==> src/rtl/adc0_frame_sender.sv <==
// ADC0 frame sender: arms a capture, drains the capture FIFO and emits
// A5 5A CH LEN_H LEN_L <samples> CSUM over a valid/ready byte link.
module adc0_frame_sender #(
  parameter int          FRAME_LEN   = 4096,
  parameter logic [7:0]  CH_ID       = 8'h00,
  parameter int          TIMEOUT_CYC = 50000000
) (
  input  logic       Clk,
  input  logic       Reset_n,
  input  logic       start,
  input  logic       ADC0_end,
  input  logic       empty,
  input  logic [7:0] fifo_q,
  output logic       ADC0_bg,
  output logic       rdreq,
  output logic [7:0] tx_data,
  output logic       tx_valid,
  input  logic       tx_ready,
  output logic       busy,
  output logic       frame_done,
  output logic       underrun,
  output logic       timeout
);

  localparam int              TW     = $clog2(TIMEOUT_CYC + 1);
  localparam logic [TW-1:0]   T_LAST = TW'(TIMEOUT_CYC - 1);
  localparam logic [15:0]     LEN    = 16'(FRAME_LEN);
  localparam logic [15:0]     LAST   = 16'(FRAME_LEN - 1);

  typedef enum logic [3:0] {
    S_IDLE, S_ARM, S_HDR0, S_HDR1, S_CHID, S_LENH, S_LENL,
    S_FETCH, S_WAITQ, S_SEND, S_CSUM, S_REL
  } state_t;

  state_t        state, nxt;
  logic [TW-1:0] timer;
  logic [15:0]   cnt;
  logic [7:0]    csum;
  logic [7:0]    sample;
  logic          acc;

  assign acc = tx_valid && tx_ready;

  always_comb begin
    nxt      = state;
    ADC0_bg  = 1'b0;
    rdreq    = 1'b0;
    tx_valid = 1'b0;
    tx_data  = 8'h00;
    busy     = (state != S_IDLE);
    case (state)
      S_IDLE: if (start) nxt = S_ARM;
      S_ARM: begin
        ADC0_bg = 1'b1;
        if (ADC0_end)            nxt = S_HDR0;
        else if (timer == T_LAST) nxt = S_IDLE;
      end
      S_HDR0: begin
        ADC0_bg = 1'b1; tx_valid = 1'b1; tx_data = 8'hA5;
        if (tx_ready) nxt = S_HDR1;
      end
      S_HDR1: begin
        ADC0_bg = 1'b1; tx_valid = 1'b1; tx_data = 8'h5A;
        if (tx_ready) nxt = S_CHID;
      end
      S_CHID: begin
        ADC0_bg = 1'b1; tx_valid = 1'b1; tx_data = CH_ID;
        if (tx_ready) nxt = S_LENH;
      end
      S_LENH: begin
        ADC0_bg = 1'b1; tx_valid = 1'b1; tx_data = LEN[15:8];
        if (tx_ready) nxt = S_LENL;
      end
      S_LENL: begin
        ADC0_bg = 1'b1; tx_valid = 1'b1; tx_data = LEN[7:0];
        if (tx_ready) nxt = S_FETCH;
      end
      S_FETCH: begin
        // An empty FIFO is padded with a zero sample instead of being read.
        ADC0_bg = 1'b1;
        rdreq   = !empty;
        nxt     = empty ? S_SEND : S_WAITQ;
      end
      S_WAITQ: begin
        ADC0_bg = 1'b1;
        nxt     = S_SEND;
      end
      S_SEND: begin
        ADC0_bg = 1'b1; tx_valid = 1'b1; tx_data = sample;
        if (tx_ready) nxt = (cnt == LAST) ? S_CSUM : S_FETCH;
      end
      S_CSUM: begin
        ADC0_bg = 1'b1; tx_valid = 1'b1; tx_data = csum;
        if (tx_ready) nxt = S_REL;
      end
      S_REL:   nxt = S_IDLE;
      default: nxt = S_IDLE;
    endcase
  end

  always_ff @(posedge Clk) begin
    if (!Reset_n) begin
      state      <= S_IDLE;
      timer      <= '0;
      cnt        <= '0;
      csum       <= '0;
      sample     <= '0;
      underrun   <= 1'b0;
      frame_done <= 1'b0;
      timeout    <= 1'b0;
    end else begin
      state      <= nxt;
      frame_done <= 1'b0;
      timeout    <= 1'b0;
      timer      <= (state == S_ARM) ? timer + 1'b1 : '0;
      case (state)
        S_IDLE: if (start) begin
          underrun <= 1'b0;
          csum     <= '0;
          cnt      <= '0;
        end
        S_ARM: if (!ADC0_end && timer == T_LAST) timeout <= 1'b1;
        // Sync bytes A5/5A stay out of the checksum.
        S_CHID, S_LENH, S_LENL: if (acc) csum <= csum + tx_data;
        S_FETCH: if (empty) begin
          underrun <= 1'b1;
          sample   <= 8'h00;
        end
        S_WAITQ: sample <= fifo_q;
        S_SEND: if (acc) begin
          csum <= csum + sample;
          cnt  <= cnt + 16'd1;
        end
        S_CSUM: if (acc) frame_done <= 1'b1;
        default: ;
      endcase
    end
  end

endmodule

==> config.mk <==
export PLATFORM = sky130hd
export DESIGN_NAME = adc0_frame_sender
export DESIGN_NICKNAME = d
export VERILOG_FILES = /design/src/rtl/adc0_frame_sender.sv
export SDC_FILE = /design/constraint.sdc
export NUM_CORES = 1
export LEC_CHECK = 0
export BUFFER_PORTS_ARGS = -buffer_cell sky130_fd_sc_hd__buf_2
export CAP_MARGIN = 10
export CORE_UTILIZATION = 50
export DETAILED_ROUTE_END_ITERATION = 10
export PLACE_DENSITY_LB_ADDON = 0.15
export SYNTH_ARGS = -nofsm -noshare
export SYNTH_HDL_FRONTEND = slang
export SYNTH_SLANG_ARGS = --single-unit
==> constraint.sdc <==
create_clock -name Clk -period 3.96 [get_ports Clk]
set_input_delay 0.198 -clock Clk [delete_from_list [all_inputs] [get_ports Clk]]
set_output_delay 0.198 -clock Clk [all_outputs]
set_load 0.03 [all_outputs]
Yosys cells after proc, flatten, opt, wreduce, memory -nomap -nowiden --
Cells that the tools add are included. Widths: inputs -> output; s select.
Word-level totals: output and inout bits 15, logic and storage cells 87, bits in registers 65
Operators by class: equality and inequality tests 24, reduce and logical (&&, ||, !) cells 20, add/subtract/negate cells 4, multiplexer cells 31
Operator list (number):
- $mux 4 | 11
- $pmux 4 s11 | 1
- $pmux 8 s5 | 1
- $mux 16 | 2
- $mux 8 | 4
- $pmux 16 s2 | 1
- $add 26x1->26 const B | 1
- $eq 26x26->1 const B | 1
- $pmux 8 s3 | 1
- $ne 2x2->1 const B | 11
- $add 16x1->16 const B | 1
- $add 8x8->8 | 2
- $eq 16x12->1 const B | 1
- $eq 4x3->1 const B | 4
- $pmux 8 s2 | 1
- $eq 4x4->1 const B | 3
- $reduce_or 10->1 | 1
- $reduce_and 9->1 | 1
- $eq 4x2->1 const B | 2
- $mux 1 | 8
- $reduce_or 7->1 | 1
- $reduce_and 2->1 | 3
- $reduce_and 3->1 | 2
- $reduce_bool 2->1 | 3
- other kinds (10) | 12

Longest topological paths before layout --
word-level depth 6, depth in mapped cells 14, depth with buffers taken out 13

Worst setup path before layout --
OpenSTA, ideal clock, no wires.
path kind flip-flop to flip-flop, start register state[2], end register csum[7], clock period less this slack 2.788 ns, data required time 3.838 ns, arrival 2.666 ns, slack 1.172 ns, path buffers 3, stages on the path, launching flop included 12, path through dfxtp_1 > clkbuf_1 > buf_1 > clkbuf_1 > a21oi_1 > ha_1 > a21oi_1 > nor2b_1 > a311o_1 > a31oi_1 > a21oi_1 > a311o_1
Between the ends: word-level cells in the longest chain between the ends 6
RTL lines:
- start: declaration | line 35 | state_t state, nxt;
- start signal: assignment | line 112 | state <= nxt;
- parallel branches: the longest is 6 deep, another holds $add 8x8->8
- end signal: assignment | line 124 | S_CHID, S_LENH, S_LENL: if (acc) csum <= csum + tx_data;
- end signal: assignment | line 131 | csum <= csum + sample;
- end: declaration | line 38 | logic [7:0] csum;
Several ways; the timed one is not identified. The select of a mux whose other input is x is not followed. A chain may end at the register's enable or synchronous reset.

Worst setup path in the final report --
start register state[0], end register csum[7]
The elaborated chain is that of the path after synthesis.

==> flow_metrics.py <==
metrics = {
    "clocking": {
        "h-tree-depth": 3,
        "cts.sinks": 65,
        "cts_made_buffers": 9,
        "postCtsSetupRepairBufs": 0,
        "postCtsHoldBufs": 0,
        "cts-root-buf": "clkbuf_8",
        "cts_tree": "done",
        "clock_latency_ns": 0.34,
        "clockBufferDepth": 2,
        "worst_setup_hold_path_clk_slew_ns": 0.07,
        "cts-resized-gates": 0,
    },
    "finish": {
        "mostFrequentLayoutCell": "dfxtp_1",
        "final_core_util_pct": 58.9,
        "area_growth_pct": 11.4,
        "drive_gt1_share_pct": 13.0,
        "n_antenna_cell": 0,
        "finalNonFillerCells": 509,
        "layout.nets": 452,
        "layout_common_cells": "65 x dfxtp_1, 52 x nor2_1, 31 x xor2_1",
    },
    "critical_path": {
        "critPathRequiredTime_ns": 4.19,
        "worst-path-max-fanout": 17,
        "start_kind": "register",
        "arrival_ns": 3.35,
        "crit_type": "reg -> reg",
        "end_kind": "register",
    },
    "logic_synthesis": {
        "synth_mux_area_share_pct": 0.291,
        "yosys.area_share.simple_pct": 29.4,
        "synth_area_per_cell_um2": 8.55,
        "synth-compound-area-share_pct": 15.1,
        "synth_xor_area_share_pct": 10.5,
        "syn-num-nets": 426,
        "synth_top_family_by_area": "simple AND/OR/NAND/NOR gates",
        "synthCells": 402,
        "ys_seq_area_share_pct": 37.9,
        "async_reset_ff_share_pct": 0,
        "synth_edf_count": 0,
        "synthFlopType": "dfxtp_1",
        "synth_cell_type_count": 57,
        "synth-seq-cells": 65,
        "ys_warn_count": 0,
        "netlist_area_um2": 3440,
        "synthAdderAreaFrac_pct": 3.86,
    },
    "drt": {
        "antenna_left": 0,
        "drt-pass1-iter-count": 7,
        "drcViolationCount": 2,
        "vias": 2862,
        "wire_per_inst_um": 13.8,
        "viasPerCell": 5.62,
        "drt_iter0_drc": 133,
        "wirelength_um": 7040,
    },
    "die": {
        "die_w_um": 84.9,
        "io_pins": 29,
        "std_cell_rows": 29,
        "start_util_pct": 52.9,
        "die-area_um2": 7210,
        "core_area_um2": 6490,
        "die_h_um": 84.9,
    },
    "timing": {
        "worst_slew_margin_rel_pct": 31.4,
        "min_period_over_period_pct": 78.9,
        "hold_viol_final": 0,
        "worst_pin_slew_ns": 1.03,
        "rsz0062_at_grt": "no",
        "fin_skew_ns": 0.0106,
        "fmax_ghz": 0.320,
        "fin_crit_ns": 3.12,
        "drv_slew": 0,
        "fin_hold_ws_ns": 0.0430,
        "final-setup-viol-count": 0,
        "setup_tns_ns": 0,
    },
    "power_and_ir_drop": {
        "p_leak_uw": 0.00147,
        "irDropWorstVdd_mv": 0.268,
        "power.density_nw_per_um2": 516,
    },
    "placed_design": {
        "globalplace.congestion": 0.802,
        "dp_hpwl_um": 4980,
        "placedCellCount": 493,
        "port_buffers": 28,
    },
    "global_routing": {
        "grt_pass1_wl_um": 12400,
        "first_global_vias": 2723,
        "antenna_found_initial": 0,
        "grt_max_degree": 30,
        "grtUsageTotal_pct": 21.5,
        "overflow": 0,
    },
    "flow_run": {
        "cap_violations": 0,
    },
    "worst_hold_path": {
        "worstHoldPathType": "in -> reg",
    },
    "status": {
        "violations": "DRC",
        "outcome": "complete, but fails checks",
    },
}
routing by layer:
layer,share of wire (%),track usage [%],vias to the layer above
met3,3.9,5.84,12
met4,1.9,7.09,0
met1,48,27.5,1324
met2,46,35.1,56
li1,-,-,1470
met5,0,0,-
worst paths after layout:
check	slack [ns]	to	depth (start not counted)	from
hold reg to reg	0.46	timer[0]	1	timer[0]
hold / removal	0.04	timeout	2	ADC0_end
setup / recovery	0.84	csum[7]	12	state[0]
setup reg to reg	0.84	csum[7]	12	state[0]
registers in the layout (all words and copies together), names as in the netlist:
name and cells:
timeout 1, frame_done 1, state 4, cnt 16
sample 8, csum 8, timer 26, underrun 1
area by class of cell:
cell class / count / area [um^2]
fillers: 610 / 2670
multi-input cells: 314 / 2030
flip-flops and latches: 65 / 1300
repair buffers: 31 / 163
clock buffers: 12 / 145
well taps: 77 / 96.3
clock inverters: 3 / 65.1
inverters: 7 / 26.3
synth_stat cells, types with 9 or more instances:
master,number,area [um^2]
dfxtp_1,65,1300
nor2_1,52,195
xor2_1,31,272
nand2_1,27,101
a21oi_1,24,120
nand3_1,23,115
nor2b_1,20,125
a22oi_1,15,113
o21ai_0,11,55.1
xnor2_1,10,87.6
ha_1,9,113
nand4_1,9,56.3
critical path: stages, from the launching register on:
cell and delay (ns):
dfxtp_1 0.63, and2b_1 0.43, nand2_1 0.09, o21ai_0 0.08, nand2_1 0.09, a21oi_1 0.21, ha_1 0.26, a21oi_1 0.14
nor2b_1 0.07, a311o_1 0.39, a31oi_1 0.25, a21oi_1 0.07, a311o_1 0.31
report_power, final:
part | internal (uW) | switching, uW | total [uW]
sequential | 695 | 56.0 | 751
combinational | 198 | 417 | 615
clock | 368 | 242 | 610
total | 1260 | 715 | 1980
stage by stage:
stage | setup WS [ns] | power, uW | cell area, um^2
floorplan | 1.17 | 1230 | 3440
global placement | 0.998 | 1370 | 3610
detailed placement | 0.859 | 1370 | 3610
CTS | 0.854 | 1980 | 3820
global route | 0.557 | 2090 | 3830
finish | 0.837 | 1980 | 3830
kinds of logic after synthesis:
| kind of cell | after synthesis |
|---|---|
| fa+ha+maj | 10 |
| simple gates | 185 |
| xor+xnor | 41 |
| buf+inv | 23 |
| mux | 1 |
| flops | 65 |
| compound gates | 77 |
Power figures use the tool's default switching activity.
